[src/rtl/rad_cdc_hs_tx.sv]
// Source side of a 2-phase req/ack CDC handshake carrying a WIDTH-bit word.
// Optional watchdog: define RAD_CDC_HS_TX_TIMEOUT_EN to build the sticky timeout flag.

module rad_cdc_sync #(
    parameter int STAGES = 2,
    parameter bit RESET  = 1'b0
) (
    input  logic clk,
    input  logic rst_n,
    input  logic d,
    output logic q
);

    logic [STAGES-1:0] sync_ff;

    always_ff @(posedge clk or negedge rst_n) begin
        if (!rst_n)
            sync_ff <= {STAGES{RESET}};
        else
            sync_ff <= {sync_ff[STAGES-2:0], d};
    end

    assign q = sync_ff[STAGES-1];

endmodule

module rad_cdc_hs_tx #(
    parameter int WIDTH          = 8,
    parameter int SYNC_STAGES    = 2,
    parameter int TIMEOUT_CYCLES = 1024
) (
    input  logic             clk,
    input  logic             rst_n,
    input  logic             src_valid_i,
    output logic             src_ready_o,
    input  logic [WIDTH-1:0] src_data_i,
    output logic             req_o,
    output logic [WIDTH-1:0] data_o,
    input  logic             ack_async_i,
    output logic             done_o,
    output logic             timeout_o
);

    if (WIDTH < 1) begin : g_bad_width
        $error("rad_cdc_hs_tx: WIDTH must be >= 1");
    end
    if (SYNC_STAGES < 2) begin : g_bad_stages
        $error("rad_cdc_hs_tx: SYNC_STAGES must be >= 2");
    end
    if (TIMEOUT_CYCLES < 1) begin : g_bad_timeout
        $error("rad_cdc_hs_tx: TIMEOUT_CYCLES must be >= 1");
    end

    typedef enum logic {IDLE, WAIT_ACK} state_t;

    state_t           state, state_next;
    logic             req_next, done_next;
    logic [WIDTH-1:0] data_next;
    logic             ack_sync;

    rad_cdc_sync #(
        .STAGES (SYNC_STAGES),
        .RESET  (1'b0)
    ) u_ack_sync (
        .clk   (clk),
        .rst_n (rst_n),
        .d     (ack_async_i),
        .q     (ack_sync)
    );

    // The transfer completes once the synchronized ack parity catches up with req.
    always_comb begin
        state_next = state;
        req_next   = req_o;
        data_next  = data_o;
        done_next  = 1'b0;
        case (state)
            IDLE: begin
                if (src_valid_i) begin
                    data_next  = src_data_i;
                    req_next   = ~req_o;
                    state_next = WAIT_ACK;
                end
            end
            WAIT_ACK: begin
                if (ack_sync == req_o) begin
                    state_next = IDLE;
                    done_next  = 1'b1;
                end
            end
            default: state_next = IDLE;
        endcase
    end

    always_ff @(posedge clk or negedge rst_n) begin
        if (!rst_n) begin
            state  <= IDLE;
            req_o  <= 1'b0;
            data_o <= '0;
            done_o <= 1'b0;
        end else begin
            state  <= state_next;
            req_o  <= req_next;
            data_o <= data_next;
            done_o <= done_next;
        end
    end

    assign src_ready_o = (state == IDLE);

`ifdef RAD_CDC_HS_TX_TIMEOUT_EN
    localparam int CNT_W = $clog2(TIMEOUT_CYCLES + 1);
    localparam logic [CNT_W-1:0] CNT_MAX = CNT_W'(TIMEOUT_CYCLES);

    logic [CNT_W-1:0] wait_cnt;
    logic             timeout_q;

    // Flag only; the FSM keeps waiting so the toggle parity is never lost.
    always_ff @(posedge clk or negedge rst_n) begin
        if (!rst_n) begin
            wait_cnt  <= '0;
            timeout_q <= 1'b0;
        end else if (state == IDLE && src_valid_i) begin
            wait_cnt <= '0;
        end else if (state == WAIT_ACK && wait_cnt != CNT_MAX) begin
            wait_cnt <= wait_cnt + 1'b1;
            if (wait_cnt == CNT_MAX - 1'b1)
                timeout_q <= 1'b1;
        end
    end

    assign timeout_o = timeout_q;
`else
    assign timeout_o = 1'b0;
`endif

endmodule

[config.mk]
export PLATFORM = sky130hd
export DESIGN_NAME = rad_cdc_hs_tx
export DESIGN_NICKNAME = d
export VERILOG_FILES = /design/src/rtl/rad_cdc_hs_tx.sv
export SDC_FILE = /design/constraint.sdc
export NUM_CORES = 1
export LEC_CHECK = 0
export ABC_AREA = 1
export BUFFER_PORTS_ARGS = -buffer_cell sky130_fd_sc_hd__clkbuf_2
export CORE_AREA = 4 4 41 43
export CTS_BUF_LIST = sky130_fd_sc_hd__clkbuf_16
export CTS_CLUSTER_SIZE = 24
export DETAILED_ROUTE_END_ITERATION = 6
export DIE_AREA = 0 0 45 47
export PLACE_DENSITY_LB_ADDON = 0.15
export SYNTH_ARGS = -nofsm -noshare
export SYNTH_HDL_FRONTEND = slang
export SYNTH_HIERARCHICAL = 1
export SYNTH_SLANG_ARGS = --single-unit
[constraint.sdc]
create_clock -name clk -period 1.05 [get_ports clk]
set_clock_uncertainty 0.15 [all_clocks]
set_input_delay 0.105 -clock clk [delete_from_list [all_inputs] [get_ports clk]]
set_output_delay 0.105 -clock clk [all_outputs]
set_load 0.03 [all_outputs]
Yosys cells after proc, flatten, opt, wreduce, memory -nomap -nowiden --
Index checks and enable logic that the tools add are counted.
Word-level totals: bits in writable memories 0, register bits after elaboration 13, bits of input ports 12, latch bits 0, output and inout port bits 12, memories 0, memory bits (read-only) 0, logic and storage cells 14
Operators by class: muxes and demuxes 5, order comparisons 0, multipliers 0, div/mod/pow operators 0, add/sub/neg operators 0, equality and inequality tests 1, bitwise gates (word level) 2, shift operators 0, reduce and logical (&&, ||, !) cells 1
Operators with widths (number):
- $mux W1 | 4
- $not A1 Y1 | 2
- $pmux W1 S2 | 1
- $reduce_and A2 Y1 | 1
- $eq A1 B1 Y1 | 1

Depth between registers and ports, before layout --
word-level depth 3, depth in mapped cells 5, gate-level depth less buffers 5

Modules after synthesis --
The synthesis kept the hierarchy.
By module, submodules not included:
- rad_cdc_hs_tx | area each 481.7 µm², seq. area each 275.3 µm², cells each 50, instances 1
- rad_cdc_sync | area each 50.0 µm², seq. area each 50.0 µm², cells each 2, instances 1

Least setup slack after synthesis --
OpenSTA, ideal clock, no wires.
path kind register -> register, start point register req_o, end point register state, path buffers 0, cell stages (with the launch flop) 6, arrival 0.848 ns, path slack -0.065 ns, setup time 0.117 ns, path through dfrtp_1 > inv_1 > nand2_1 > nand2_1 > nand2_1 > nand2_1
Between the ends: word-level cells in the longest chain between the ends 3
Ends and longest elaborated chain:
- start: declaration | line 37 | output logic req_o,
- start signal: assignment | line 103 | req_o <= req_next;
- $eq A1 B1 Y1 | line 86 | if (ack_sync == req_o) begin
- $mux W1 | line 86
- $pmux W1 S2 | line 77 | case (state)
- named net state_next | line 56 | state_t state, state_next;
- end signal: assignment | line 102 | state <= state_next;
- end: declaration | line 56
The timed path passes the listed nets, and every way through them passes these cells. A chain may end at the register's enable or synchronous reset.

Worst setup path in the final report --
start point register state, end point output src_ready_o
Between the ends: word-level cells in the longest chain between the ends 1
Ends and longest elaborated chain:
- $not A1 Y1 (no source line)
- end: declaration | line 35 | output logic src_ready_o,
Every way passes these cells.

==> results.cfg <==
[outcome]
status = finished, violations left
violations = setup timing

[yosys]
avgSynthCellArea_sq_um = 10.2
yosysMostFrequentCell = nand2_1
netlist.area_leader.share_pct = 61.2
netlist_top_cells_count = 21 x nand2_1, 13 x dfrtp_1, 8 x nand3_1, 2 x inv_1
synth_seq_cells = 13
synth_edf_count = 0
yosysTopAreaCell = dfrtp_1
synth_ff_type = dfrtp_1
async_flop_share_pct = 100
synth_area_leaders = dfrtp_1 61%, nand2_1 15%, nand3_1 7.5%, nand2_8 3.8%, xor2_2 3.1%
syn_inst = 52
synth_fp_nets = 64
yosys.cell_types.count = 12
yosys_warnings = 6
syn_area_sq_um = 532
synth_seq_area_share_pct = 61.2

[critical_path]
critical-path-max-stage-delay_ns = 0.38
crit_chain = inv_2, buf_8
crit_buf_inv = 2
critical_path_arrival_ns = 0.85
worstSetupEndpointType = output pin
slowest_stage = dfrtp_1
cp.depth = 2
path_max_fanout = 3
cp_top_family = flip-flops
r2r_cells = 4
worstReg2RegStart = state
critical_path_class = register to output pin
worst_setup_path_start_kind = register
worstPathRequired_ns = 0.79
startpoint = state

[clock_network]
root_buffer = clkbuf_16
cts_htree_levels = 1
cts_buffer_depth = 2
clk_latency_ns = 0.24
clkTransAtPathRegs_ns = 0.04
cts_buffers = 3
cts_sinks = 13
cts_tree = yes

[placed_design]
pre_cts_ws_ns = 0.0390
hpwl_um = 783
routabilityCongestion = 0.602
numPortBuffers = 22
dp_cells = 88

[drt]
drtPass1Iterations = 3
viasPerCell = 4.46
first_iter_violations = 6
drc = 0
wire_per_inst_um = 12.4
wl_um = 1330
ant_nets = 0
num_vias = 477

[global_route]
overflow = 0
grt_antenna_before_repair = 0
grt_pass1_vias = 485
grt_pass1_wl_um = 2100
grt_use_total_pct = 14.5
grt_max_degree = 14

[sta]
rsz0062_at_grt = yes
period_needed_ns = 1.11
worst_slack_ns = -0.0575
clock.fmax_ghz = 0.903
maxSlewViolCount = 0
hold_viol = 0
setup-tns-final_ns = -0.256
setup_viol = 11
post-route-period-util_pct = 105

[floorplanning]
row_count = 13
coreArea_sq_um = 1300
die_x_um = 45
start_util_pct = 40.9
dieArea_sq_um = 2120
io_pins = 24
die_h_um = 47

[finish]
diodes = 0
syn2layout_area_growth_pct = 80.9
nets = 105
fin_cells = 107
drive_above_1_share_pct = 43.5
fillers = 92

[job]
max-cap-violations = 0

[power_and_ir_drop]
seqPwrFrac_pct = 27.2
p_clk_share_pct = 21.4
switching_share_pct = 38.4
internal_power_mw = 2.02
peakVddDrop_uv = 2380
power.leakage_nw = 0.511
power_density_nw_per_um2 = 3410
p_sw_mw = 1.26
power_frac_comb_pct = 51.4

[worst_hold_path]
hp-class = input pin to async pin
[per-layer routing]
metal | up-vias | global-route usage, % | share of wire [%]
met5 | - | 0 | 0
met2 | 15 | 27.4 | 56
met4 | 0 | 5.26 | 0.60
met1 | 222 | 14.8 | 36
met3 | 2 | 4.98 | 7.5
li1 | 238 | - | -
[layout make-up]
| cell class | instances | area (sq um) | share of cell area, % |
|---|---|---|---|
| sequential | 13 | 327 | 33.9 |
| multi-input combinational | 34 | 184 | 19.1 |
| timing repair buffer | 38 | 343 | 35.6 |
| tap | 15 | 18.8 | 1.95 |
| clock buffer | 3 | 75.1 | 7.80 |
| inverter | 3 | 11.3 | 1.17 |
| clock inverter | 1 | 3.75 | 0.390 |
[layout by cell type, fill, tap and decap left out, drive strengths merged]
| cell type | Yosys | final |
|---|---|---|
| dfrtp | 13 | 13 |
| nand2 | 22 | 23 |
| nor2 | 1 | 1 |
| clkbuf | 1 | 16 |
| inv | 3 | 4 |
| dlygate4sd3 | 0 | 10 |
| xor2 | 1 | 1 |
| conb | 1 | 1 |
| buf | 2 | 15 |
| nand3 | 8 | 8 |
[path summary, 6_finish.rpt]
path | slack, ns | end
worst max-delay path | -0.06 | src_ready_o
worst min-delay path | 0.15 | data_o[1]
worst max register to register | -0.04 | req_o
worst min register to register | 0.19 | u_ack_sync/sync_ff[1]
max in group asynchronous | 0.34 | req_o
min in group clk | 0.16 | data_o[5]
[power by group through the flow]
stage	combinational [mW]	sequential, mW	clock, mW
after floorplan	0.427	1.23	0
after global placement	1.14	0.847	0
after detailed placement	1.15	0.844	0
after CTS	1.41	0.854	0.708
after global routing	1.79	0.920	0.734
final	1.69	0.892	0.701
[timing repair]
action,4_1_cts,5_1_grt
hold endpoints to repair,22,0
resized for setup,14,22
hold buffers,10,0
pin swaps,0,3
setup buffers,1,3
gates cloned,0,1
endpoints found under the setup margin,8,19
[sequential cells by signal, indices dropped and copies added (netlist names)]
signal / count
data_o: 8
done_o: 1
req_o: 1
state: 1
u_ack_sync/sync_ff: 2
[per-stage QoR]
step                power, mW  util (%)  hold slack [ns]  instance area, sq um
detailed placement       1.99      49.5           -0.134                   644
CTS                      2.98      68.3            0.118                   888
global route             3.44      73.9            0.187                   962
global placement         1.98      49.5           -0.136                   644
floorplan                1.66         -           -0.341                   533
finish                   3.28      73.9            0.148                   962
[kinds of logic (layout without fill, tap and decap cells)]
kind of cell | Yosys count | in the layout | synth area share (%)
buffers and inverters | 6 | 45 | 8.23
XOR/XNOR | 1 | 1 | 3.06
flip-flops | 13 | 13 | 61.2
other | 1 | 1 | 0.705
AND/OR/NAND/NOR | 31 | 32 | 26.8
No activity file was read; power rests on OpenSTA's default activity.
